## config.mk

```make
export PLATFORM = sky130hd
export DESIGN_NAME = rtc_rgs_mc
export DESIGN_NICKNAME = d
export VERILOG_FILES = /design/src/rtl/rtc_rgs_mc.sv
export SDC_FILE = /design/constraint.sdc
export NUM_CORES = 1
export LEC_CHECK = 0
export CAP_MARGIN = 20
export CELL_PAD_IN_SITES_DETAIL_PLACEMENT = 2
export CELL_PAD_IN_SITES_GLOBAL_PLACEMENT = 2
export CORE_MARGIN = 2
export CORE_UTILIZATION = 32
export DETAILED_ROUTE_END_ITERATION = 16
export PLACE_DENSITY_LB_ADDON = 0.1
export SLEW_MARGIN = 20
export SYNTH_ARGS = -nofsm -noshare
export SYNTH_HDL_FRONTEND = slang
export SYNTH_SLANG_ARGS = --single-unit
```

## constraint.sdc

```tcl
create_clock -name bus2ip_clk -period 6.8 [get_ports bus2ip_clk]
set_clock_uncertainty 0.2 [all_clocks]
set_input_delay 0.68 -clock bus2ip_clk [delete_from_list [all_inputs] [get_ports bus2ip_clk]]
set_output_delay 0.68 -clock bus2ip_clk [all_outputs]
set_load 0.05 [all_outputs]
```

## src/rtl/rtc_rgs_mc.sv

```systemverilog
// rtl/rtc_rgs_mc.sv - RTC register block with coherent time reads and PPS timestamp channels
// Optional: RTC_RGS_IRQ_EN adds IRQ_MASK storage and the irq_o output.
module rtc_rgs_mc #(
   parameter logic [23:0] BLK_ADDR     = 24'h000010,
   parameter int          NUM_PTS      = 2,
   parameter int          PULSE_W      = 1,
   parameter logic [31:0] TICK_INC_RST = 32'h1999_9999
) (
   input  logic                    bus2ip_clk,
   input  logic                    bus2ip_rst,
   input  logic [31:0]             bus2ip_addr_i,
   input  logic [31:0]             bus2ip_data_i,
   input  logic                    bus2ip_rd_ce_i,
   input  logic                    bus2ip_wr_ce_i,
   output logic [31:0]             ip2bus_data_o,
   input  logic [79:0]             rtc_std_i,
   input  logic [15:0]             rtc_fns_i,
   input  logic [NUM_PTS-1:0]      pts_stb_i,
   input  logic [80*NUM_PTS-1:0]   pts_std_i,
   input  logic [16*NUM_PTS-1:0]   pts_fns_i,
   output logic [31:0]             tick_inc_o,
   output logic [31:0]             ns_offset_o,
   output logic [47:0]             sc_offset_o,
   output logic                    offset_valid_o,
   output logic                    clear_rtc_o,
   output logic [31:0]             pps_width_o,
   output logic                    intxms_sel_o
`ifdef RTC_RGS_IRQ_EN
   ,
   output logic                    irq_o
`endif
);

   localparam logic [7:0] OFF_CTL   = 8'h00;
   localparam logic [7:0] OFF_TICK  = 8'h04;
   localparam logic [7:0] OFF_NS    = 8'h08;
   localparam logic [7:0] OFF_SC_HI = 8'h0C;
   localparam logic [7:0] OFF_SC_LO = 8'h10;
   localparam logic [7:0] OFF_TM0   = 8'h14;
   localparam logic [7:0] OFF_TM1   = 8'h18;
   localparam logic [7:0] OFF_TM2   = 8'h1C;
   localparam logic [7:0] OFF_PPSW  = 8'h20;
   localparam logic [7:0] OFF_STAT  = 8'h24;
`ifdef RTC_RGS_IRQ_EN
   localparam logic [7:0] OFF_IRQ   = 8'h28;
`endif
   localparam logic [3:0] PW        = 4'(PULSE_W);

   function automatic logic [7:0] pts_off(input int c, input int w);
      return 8'(64 + 16 * c + w);
   endfunction

   logic                blk_sel, rd_en, wr_en;
   logic [7:0]          off;
   logic [3:0]          ov_cnt, cl_cnt;
   logic [47:0]         snap_std;
   logic [15:0]         snap_fns;
   logic [79:0]         pts_std_q [NUM_PTS];
   logic [15:0]         pts_fns_q [NUM_PTS];
   logic [NUM_PTS-1:0]  pts_vld, pts_ovf, vld_clr, ovf_clr;
   logic [31:0]         rd_mux;
`ifdef RTC_RGS_IRQ_EN
   logic [NUM_PTS-1:0]  irq_msk_pts;
   logic                irq_msk_ovf;
`endif

   assign blk_sel        = (bus2ip_addr_i[31:8] == BLK_ADDR);
   assign rd_en          = bus2ip_rd_ce_i & blk_sel;
   assign wr_en          = bus2ip_wr_ce_i & blk_sel;
   assign off            = bus2ip_addr_i[7:0];
   assign offset_valid_o = (ov_cnt != 4'd0);
   assign clear_rtc_o    = (cl_cnt != 4'd0);

   // Valid is cleared by a PTS2 read or W1C; overflow only by W1C.
   always_comb begin
      vld_clr = '0;
      ovf_clr = '0;
      for (int c = 0; c < NUM_PTS; c++) begin
         vld_clr[c] = (rd_en && off == pts_off(c, 8)) ||
                      (wr_en && off == OFF_STAT && bus2ip_data_i[c]);
         ovf_clr[c] = wr_en && off == OFF_STAT && bus2ip_data_i[8+c];
      end
   end

   always_comb begin
      rd_mux = '0;
      case (off)
         OFF_CTL:   rd_mux = {29'h0, intxms_sel_o, clear_rtc_o, offset_valid_o};
         OFF_TICK:  rd_mux = tick_inc_o;
         OFF_NS:    rd_mux = ns_offset_o;
         OFF_SC_HI: rd_mux = {16'h0, sc_offset_o[47:32]};
         OFF_SC_LO: rd_mux = sc_offset_o[31:0];
         OFF_TM0:   rd_mux = rtc_std_i[79:48];
         OFF_TM1:   rd_mux = snap_std[47:16];
         OFF_TM2:   rd_mux = {snap_std[15:0], snap_fns};
         OFF_PPSW:  rd_mux = pps_width_o;
         OFF_STAT: begin
            rd_mux[NUM_PTS-1:0]  = pts_vld;
            rd_mux[8 +: NUM_PTS] = pts_ovf;
         end
`ifdef RTC_RGS_IRQ_EN
         OFF_IRQ: begin
            rd_mux[NUM_PTS-1:0] = irq_msk_pts;
            rd_mux[8]           = irq_msk_ovf;
         end
`endif
         default: ;
      endcase
      for (int c = 0; c < NUM_PTS; c++) begin
         if (off == pts_off(c, 0)) rd_mux = pts_std_q[c][79:48];
         if (off == pts_off(c, 4)) rd_mux = pts_std_q[c][47:16];
         if (off == pts_off(c, 8)) rd_mux = {pts_std_q[c][15:0], pts_fns_q[c]};
      end
   end

   always_ff @(posedge bus2ip_clk) begin
      if (bus2ip_rst) begin
         ip2bus_data_o <= '0;
         tick_inc_o    <= TICK_INC_RST;
         ns_offset_o   <= '0;
         sc_offset_o   <= '0;
         pps_width_o   <= '0;
         intxms_sel_o  <= 1'b0;
         ov_cnt        <= '0;
         cl_cnt        <= '0;
         snap_std      <= '0;
         snap_fns      <= '0;
         pts_vld       <= '0;
         pts_ovf       <= '0;
         for (int c = 0; c < NUM_PTS; c++) begin
            pts_std_q[c] <= '0;
            pts_fns_q[c] <= '0;
         end
`ifdef RTC_RGS_IRQ_EN
         irq_msk_pts   <= '0;
         irq_msk_ovf   <= 1'b0;
         irq_o         <= 1'b0;
`endif
      end else begin
         ip2bus_data_o <= rd_en ? rd_mux : '0;
         if (rd_en && off == OFF_TM0) begin
            snap_std <= rtc_std_i[47:0];
            snap_fns <= rtc_fns_i;
         end
         // An active pulse ignores new triggers until it has run out.
         if (ov_cnt != 4'd0)
            ov_cnt <= ov_cnt - 4'd1;
         else if (wr_en && off == OFF_CTL && bus2ip_data_i[0])
            ov_cnt <= PW;
         if (cl_cnt != 4'd0)
            cl_cnt <= cl_cnt - 4'd1;
         else if (wr_en && off == OFF_CTL && bus2ip_data_i[1])
            cl_cnt <= PW;
         if (wr_en) begin
            case (off)
               OFF_CTL:   intxms_sel_o <= bus2ip_data_i[2];
               OFF_TICK:  tick_inc_o <= bus2ip_data_i;
               OFF_NS:    ns_offset_o <= bus2ip_data_i;
               OFF_SC_HI: sc_offset_o[47:32] <= bus2ip_data_i[15:0];
               OFF_SC_LO: sc_offset_o[31:0] <= bus2ip_data_i;
               OFF_PPSW:  pps_width_o <= bus2ip_data_i;
`ifdef RTC_RGS_IRQ_EN
               OFF_IRQ: begin
                  irq_msk_pts <= bus2ip_data_i[NUM_PTS-1:0];
                  irq_msk_ovf <= bus2ip_data_i[8];
               end
`endif
               default: ;
            endcase
         end
         // A strobe beats a coincident clear; a new overflow beats its W1C.
         for (int c = 0; c < NUM_PTS; c++) begin
            if (ovf_clr[c]) pts_ovf[c] <= 1'b0;
            if (pts_stb_i[c]) begin
               if (!pts_vld[c] || vld_clr[c]) begin
                  pts_std_q[c] <= pts_std_i[80*c +: 80];
                  pts_fns_q[c] <= pts_fns_i[16*c +: 16];
                  pts_vld[c]   <= 1'b1;
               end else begin
                  pts_ovf[c]   <= 1'b1;
               end
            end else if (vld_clr[c]) begin
               pts_vld[c] <= 1'b0;
            end
         end
`ifdef RTC_RGS_IRQ_EN
         irq_o <= |(pts_vld & irq_msk_pts) | (irq_msk_ovf & |pts_ovf);
`endif
      end
   end

endmodule

```

==> metrics.txt <==
# TYPE chip_impl_metric gauge
chip_impl_metric{name="met3_routed_wirelength",unit="mm"} 5.289
chip_impl_info{name="end_kind",value="flop"} 1
chip_impl_metric{name="cp_data_required_time",unit="ns"} 7.06
chip_impl_info{name="worst_hold_path_type",value="flop to flop"} 1
chip_impl_info{name="postSynth.topFlopCell",value="sky130_fd_sc_hd__dfxtp_1"} 1
chip_impl_metric{name="fin_cells",unit=""} 3059
chip_impl_metric{name="share_of_the_clock_period_used_by_the_worst_path",unit="%"} 60.25
chip_impl_metric{name="powerDensity",unit="nW/um^2"} 231.4
chip_impl_info{name="crit_chain",value="clkdlybuf4s50_1 > nor4b_2 > buf_4 > and2_2 > buf_4 > a221oi_2 > o22ai_4 > buf_4 > buf_4 > and2_1"} 1
chip_impl_metric{name="design.core.area",unit="um^2"} 57920
chip_impl_metric{name="final.setup.worst_slack",unit="ns"} 2.703
chip_impl_metric{name="grt_max_degree",unit=""} 126
chip_impl_metric{name="grtUsageTotal",unit="%"} 29.21
chip_impl_metric{name="die_x",unit="um"} 246.5
chip_impl_info{name="critical-path-top-delay-family",value="buffers and inverters"} 1
chip_impl_metric{name="first_global_vias",unit=""} 18340
chip_impl_metric{name="post-dp-hpwl",unit="mm"} 66.24
chip_impl_metric{name="internal_power",unit="uW"} 4738
chip_impl_metric{name="replace_congestion",unit=""} 0.8831
chip_impl_metric{name="floorplan.initialDensity",unit="%"} 32.49
chip_impl_info{name="topRoutingLayerUsed",value="met5"} 1
chip_impl_metric{name="clockBufferDepth",unit=""} 3
chip_impl_info{name="critical_path_class",value="input port to flop"} 1
chip_impl_metric{name="timing.fmax",unit="MHz"} 244.1
chip_impl_metric{name="power.switching",unit="uW"} 1381
chip_impl_metric{name="grt_first_pass_wirelength",unit="mm"} 127.4
chip_impl_info{name="run_status",value="complete, no violations"} 1
chip_impl_metric{name="drc",unit=""} 0
chip_impl_info{name="cts_tree",value="yes"} 1
chip_impl_metric{name="power_frac_seq",unit="%"} 48.2
chip_impl_info{name="critical-path-top-cell-by-count",value="sky130_fd_sc_hd__buf_4"} 1
chip_impl_metric{name="worst_ir_drop_vdd",unit="uV"} 163.6
chip_impl_metric{name="met2_wirelength",unit="mm"} 48.00
chip_impl_metric{name="global_route_congestion_overflow_total",unit=""} 0
chip_impl_metric{name="power.share.clock",unit="%"} 44.7
chip_impl_metric{name="min_period",unit="ns"} 4.097
chip_impl_metric{name="postRouteAntennaNets",unit=""} 0
chip_impl_metric{name="final_max_tran_viols",unit=""} 0
chip_impl_metric{name="syn_inst",unit=""} 1762
chip_impl_metric{name="synth.net_count",unit=""} 2120
chip_impl_metric{name="clock_sinks",unit=""} 445
chip_impl_metric{name="post-place-cells",unit=""} 2959
chip_impl_metric{name="cts-resized-gates",unit=""} 0
chip_impl_metric{name="detailroute.via_count",unit=""} 16520
chip_impl_info{name="grt_setup_unrepaired",value="false"} 1
chip_impl_metric{name="cts_setup_buffers",unit=""} 0
chip_impl_metric{name="post_synth_instance_area",unit="um^2"} 18810
chip_impl_metric{name="wl",unit="mm"} 90.57
chip_impl_metric{name="die_height",unit="um"} 246.5
chip_impl_metric{name="postPlaceCellArea",unit="um^2"} 24780
chip_impl_info{name="critical_path.startpoint_type",value="input port"} 1
chip_impl_metric{name="critical_path_buffers_and_inverters",unit=""} 5
chip_impl_metric{name="max_stage_delay",unit="ns"} 0.59
chip_impl_metric{name="area_growth_syn_to_layout",unit="%"} 40.52
chip_impl_metric{name="grt_antenna_before_repair",unit=""} 9
chip_impl_metric{name="flop_and_latch_count_out_of_synthesis",unit=""} 445
chip_impl_metric{name="crit_path_max_fanout",unit=""} 69
chip_impl_metric{name="cts_hold_buffers",unit=""} 0
chip_impl_metric{name="minimum_setup_slack_after_placement",unit="ns"} 2.079
chip_impl_metric{name="fin_worst_hold_slack",unit="ns"} 0.2618
chip_impl_metric{name="cap_viol_max_count",unit=""} 0
chip_impl_metric{name="timing.max_slew.rel_slack",unit="%"} 29.76
chip_impl_metric{name="die_area",unit="um^2"} 60750
chip_impl_metric{name="yosys.cell_types.count",unit=""} 60
chip_impl_metric{name="yosysWarnings",unit=""} 0
chip_impl_metric{name="synth_enable_flop_cells",unit=""} 192
chip_impl_metric{name="power.leakage",unit="uW"} 0.009022
chip_impl_metric{name="clk_transition_reported_paths",unit="ns"} 0.06
chip_impl_metric{name="seq_area_frac_synth",unit="%"} 57.56
chip_impl_info{name="mostFrequentLayoutCell",value="sky130_fd_sc_hd__clkdlybuf4s50_1"} 1
chip_impl_metric{name="async_reset_ff_share",unit="%"} 0
chip_impl_metric{name="report.final.hold_viol_count",unit=""} 0
chip_impl_info{name="layout_common_cells",value="sky130_fd_sc_hd__clkdlybuf4s50_1, sky130_fd_sc_hd__dfxtp_1, sky130_fd_sc_hd__nand2_1, sky130_fd_sc_hd__and2_1, sky130_fd_sc_hd__edfxtp_1"} 1
chip_impl_metric{name="num-nets-final",unit=""} 2605
chip_impl_metric{name="finish.instance_area",unit="um^2"} 26440
chip_impl_info{name="root_buffer",value="sky130_fd_sc_hd__clkbuf_16"} 1
chip_impl_metric{name="boundaryPins",unit=""} 537
chip_impl_metric{name="cts-htree-levels",unit=""} 2
chip_impl_metric{name="detailedRoute.firstIterationViolations",unit=""} 944
chip_impl_metric{name="p_sw_share",unit="%"} 22.56
chip_impl_info{name="timing.critical_path.slowest_stage_cell",value="sky130_fd_sc_hd__clkdlybuf4s50_1"} 1
chip_impl_metric{name="port_buffers",unit=""} 536
chip_impl_metric{name="first_pass_iters",unit=""} 5
chip_impl_metric{name="placement_rows",unit=""} 88
chip_impl_metric{name="via_per_inst",unit=""} 5.401
chip_impl_metric{name="wl_met1",unit="mm"} 33.93
chip_impl_metric{name="synthesis.area_per_instance",unit="um^2"} 10.68
chip_impl_metric{name="route.detailed.wl_per_inst",unit="um"} 29.61
chip_impl_metric{name="drive_gt1_share",unit="%"} 6.422
chip_impl_metric{name="combinational_power_share",unit="%"} 7.1
chip_impl_metric{name="critPathArrivalTime",unit="ns"} 4.36
chip_impl_metric{name="clk-insertion-delay-late",unit="ns"} 0.60
chip_impl_metric{name="number_of_buffers_inserted_during_clock_tree_synthesis",unit=""} 51
chip_impl_metric{name="post_route_setup_tns",unit="ns"} 0
chip_impl_metric{name="setup_viol_count_final",unit=""} 0
chip_impl_metric{name="timing_worst_slew_pin_value",unit="ns"} 1.054
-- layer usage --
layer	vias up	GRT usage, %
met5	-	0
met4	10	10.40
met3	144	5.610
met2	529	54.57
met1	8481	32.75
li1	7358	-
-- cell type report --
type,count,area [um^2]
Antenna cell,5,12.51
Clock buffer,81,1509
Clock inverter,14,128.9
Fill cell,5997,31480
Inverter,4,15.01
Multi-Input combinational cell,1170,7322
Sequential cell,445,10830
Tap cell,765,957.2
Timing Repair Buffer,575,5663
-- cell families after synthesis --
group | Yosys count | synth area share (%)
AO/OA/AOI/OAI | 373 | 13.81
AND/OR/NAND/NOR | 684 | 18.47
buffers and inverters | 147 | 4.136
flip-flops | 445 | 57.56
multiplexers | 113 | 6.012
-- path summary, 6_finish.rpt --
path                                  start  cells after the start  slack [ns]                             end
setup reg to reg    pts_vld[0]$_SDFFE_PP0P_                      6        4.50  pts_std_q[0][39]$_SDFFCE_PN0P_
hold reg to reg   snap_std[42]$_SDFFE_PP0P_                      2        0.26       snap_std[42]$_SDFFE_PP0P_
hold / removal    snap_std[42]$_SDFFE_PP0P_                      2        0.26       snap_std[42]$_SDFFE_PP0P_
setup / recovery           bus2ip_addr_i[1]                     10        2.70  pts_std_q[0][39]$_SDFFCE_PN0P_
-- sequential cells by signal (all words and copies together), names as in the netlist, 4 cells and up --
signal and cells:
pts_fns_q 32, pts_std_q 160, ov_cnt 4, ns_offset_o 32, sc_offset_o 48, cl_cnt 4
pps_width_o 32, tick_inc_o 32, snap_std 48, ip2bus_data_o 32, snap_fns 16
-- worst register-to-register path: stages (launching register included) --
cell and delay, ns:
sky130_fd_sc_hd__dfxtp_1 0.31, sky130_fd_sc_hd__inv_1 0.09, sky130_fd_sc_hd__a221oi_2 0.06, sky130_fd_sc_hd__o22ai_4 0.21, sky130_fd_sc_hd__buf_4 0.53, sky130_fd_sc_hd__buf_4 0.54
sky130_fd_sc_hd__and2_1 0.24
-- power by group through the flow --
stage | combinational, uW | sequential (uW) | clock [uW]
final | 434 | 2950 | 2740
after global routing | 463 | 2950 | 2880
after CTS | 440 | 2950 | 2790
after detailed placement | 437 | 3000 | 0
after global placement | 427 | 3000 | 0
after floorplan | 146 | 2990 | 0
-- stage by stage --
step / power [uW] / utilization [%]
finish: 6119 / 45.65
detailed placement: 3442 / 42.79
CTS: 6175 / 45.62
floorplan: 3136 / -
global route: 6300 / 45.64
global placement: 3426 / 42.79
-- cell usage after synthesis, drive strengths merged, types with 2 or more instances --
master	number	area (um^2)
a21oi	119	595.6
nand4	6	37.54
o21a	2	15.01
nand3	14	70.07
o21ai	29	145.1
clkbuf	63	237.7
a21o	2	15.01
a22oi	86	645.6
a311oi	2	17.52
nor2b	2	12.51
o2111a	2	22.52
or4	2	15.01
nor2	147	574.3
buf	80	525.5
nand3b	17	127.6
mux2i	113	1131
or4b	2	20.02
a222oi	20	200.2
or3b	2	17.52
nor4bb	2	20.02
a211oi	6	45.04
nor4b	5	88.84
nand2	238	893.4
nor4	8	56.30
edfxtp	192	5766
nor3	14	90.09
a22o	19	166.4
and4	12	105.1
a221o	3	30.03
o22a	2	17.52
o221ai	16	140.1
a31oi	8	50.05
nand2b	3	18.77
inv	4	15.01
a221oi	42	380.4
dfxtp	253	5065
nor3b	2	15.01
o211ai	4	30.03
and2	202	1264
o22ai	8	56.30
Note: power is estimated with default switching activity, not from simulation.
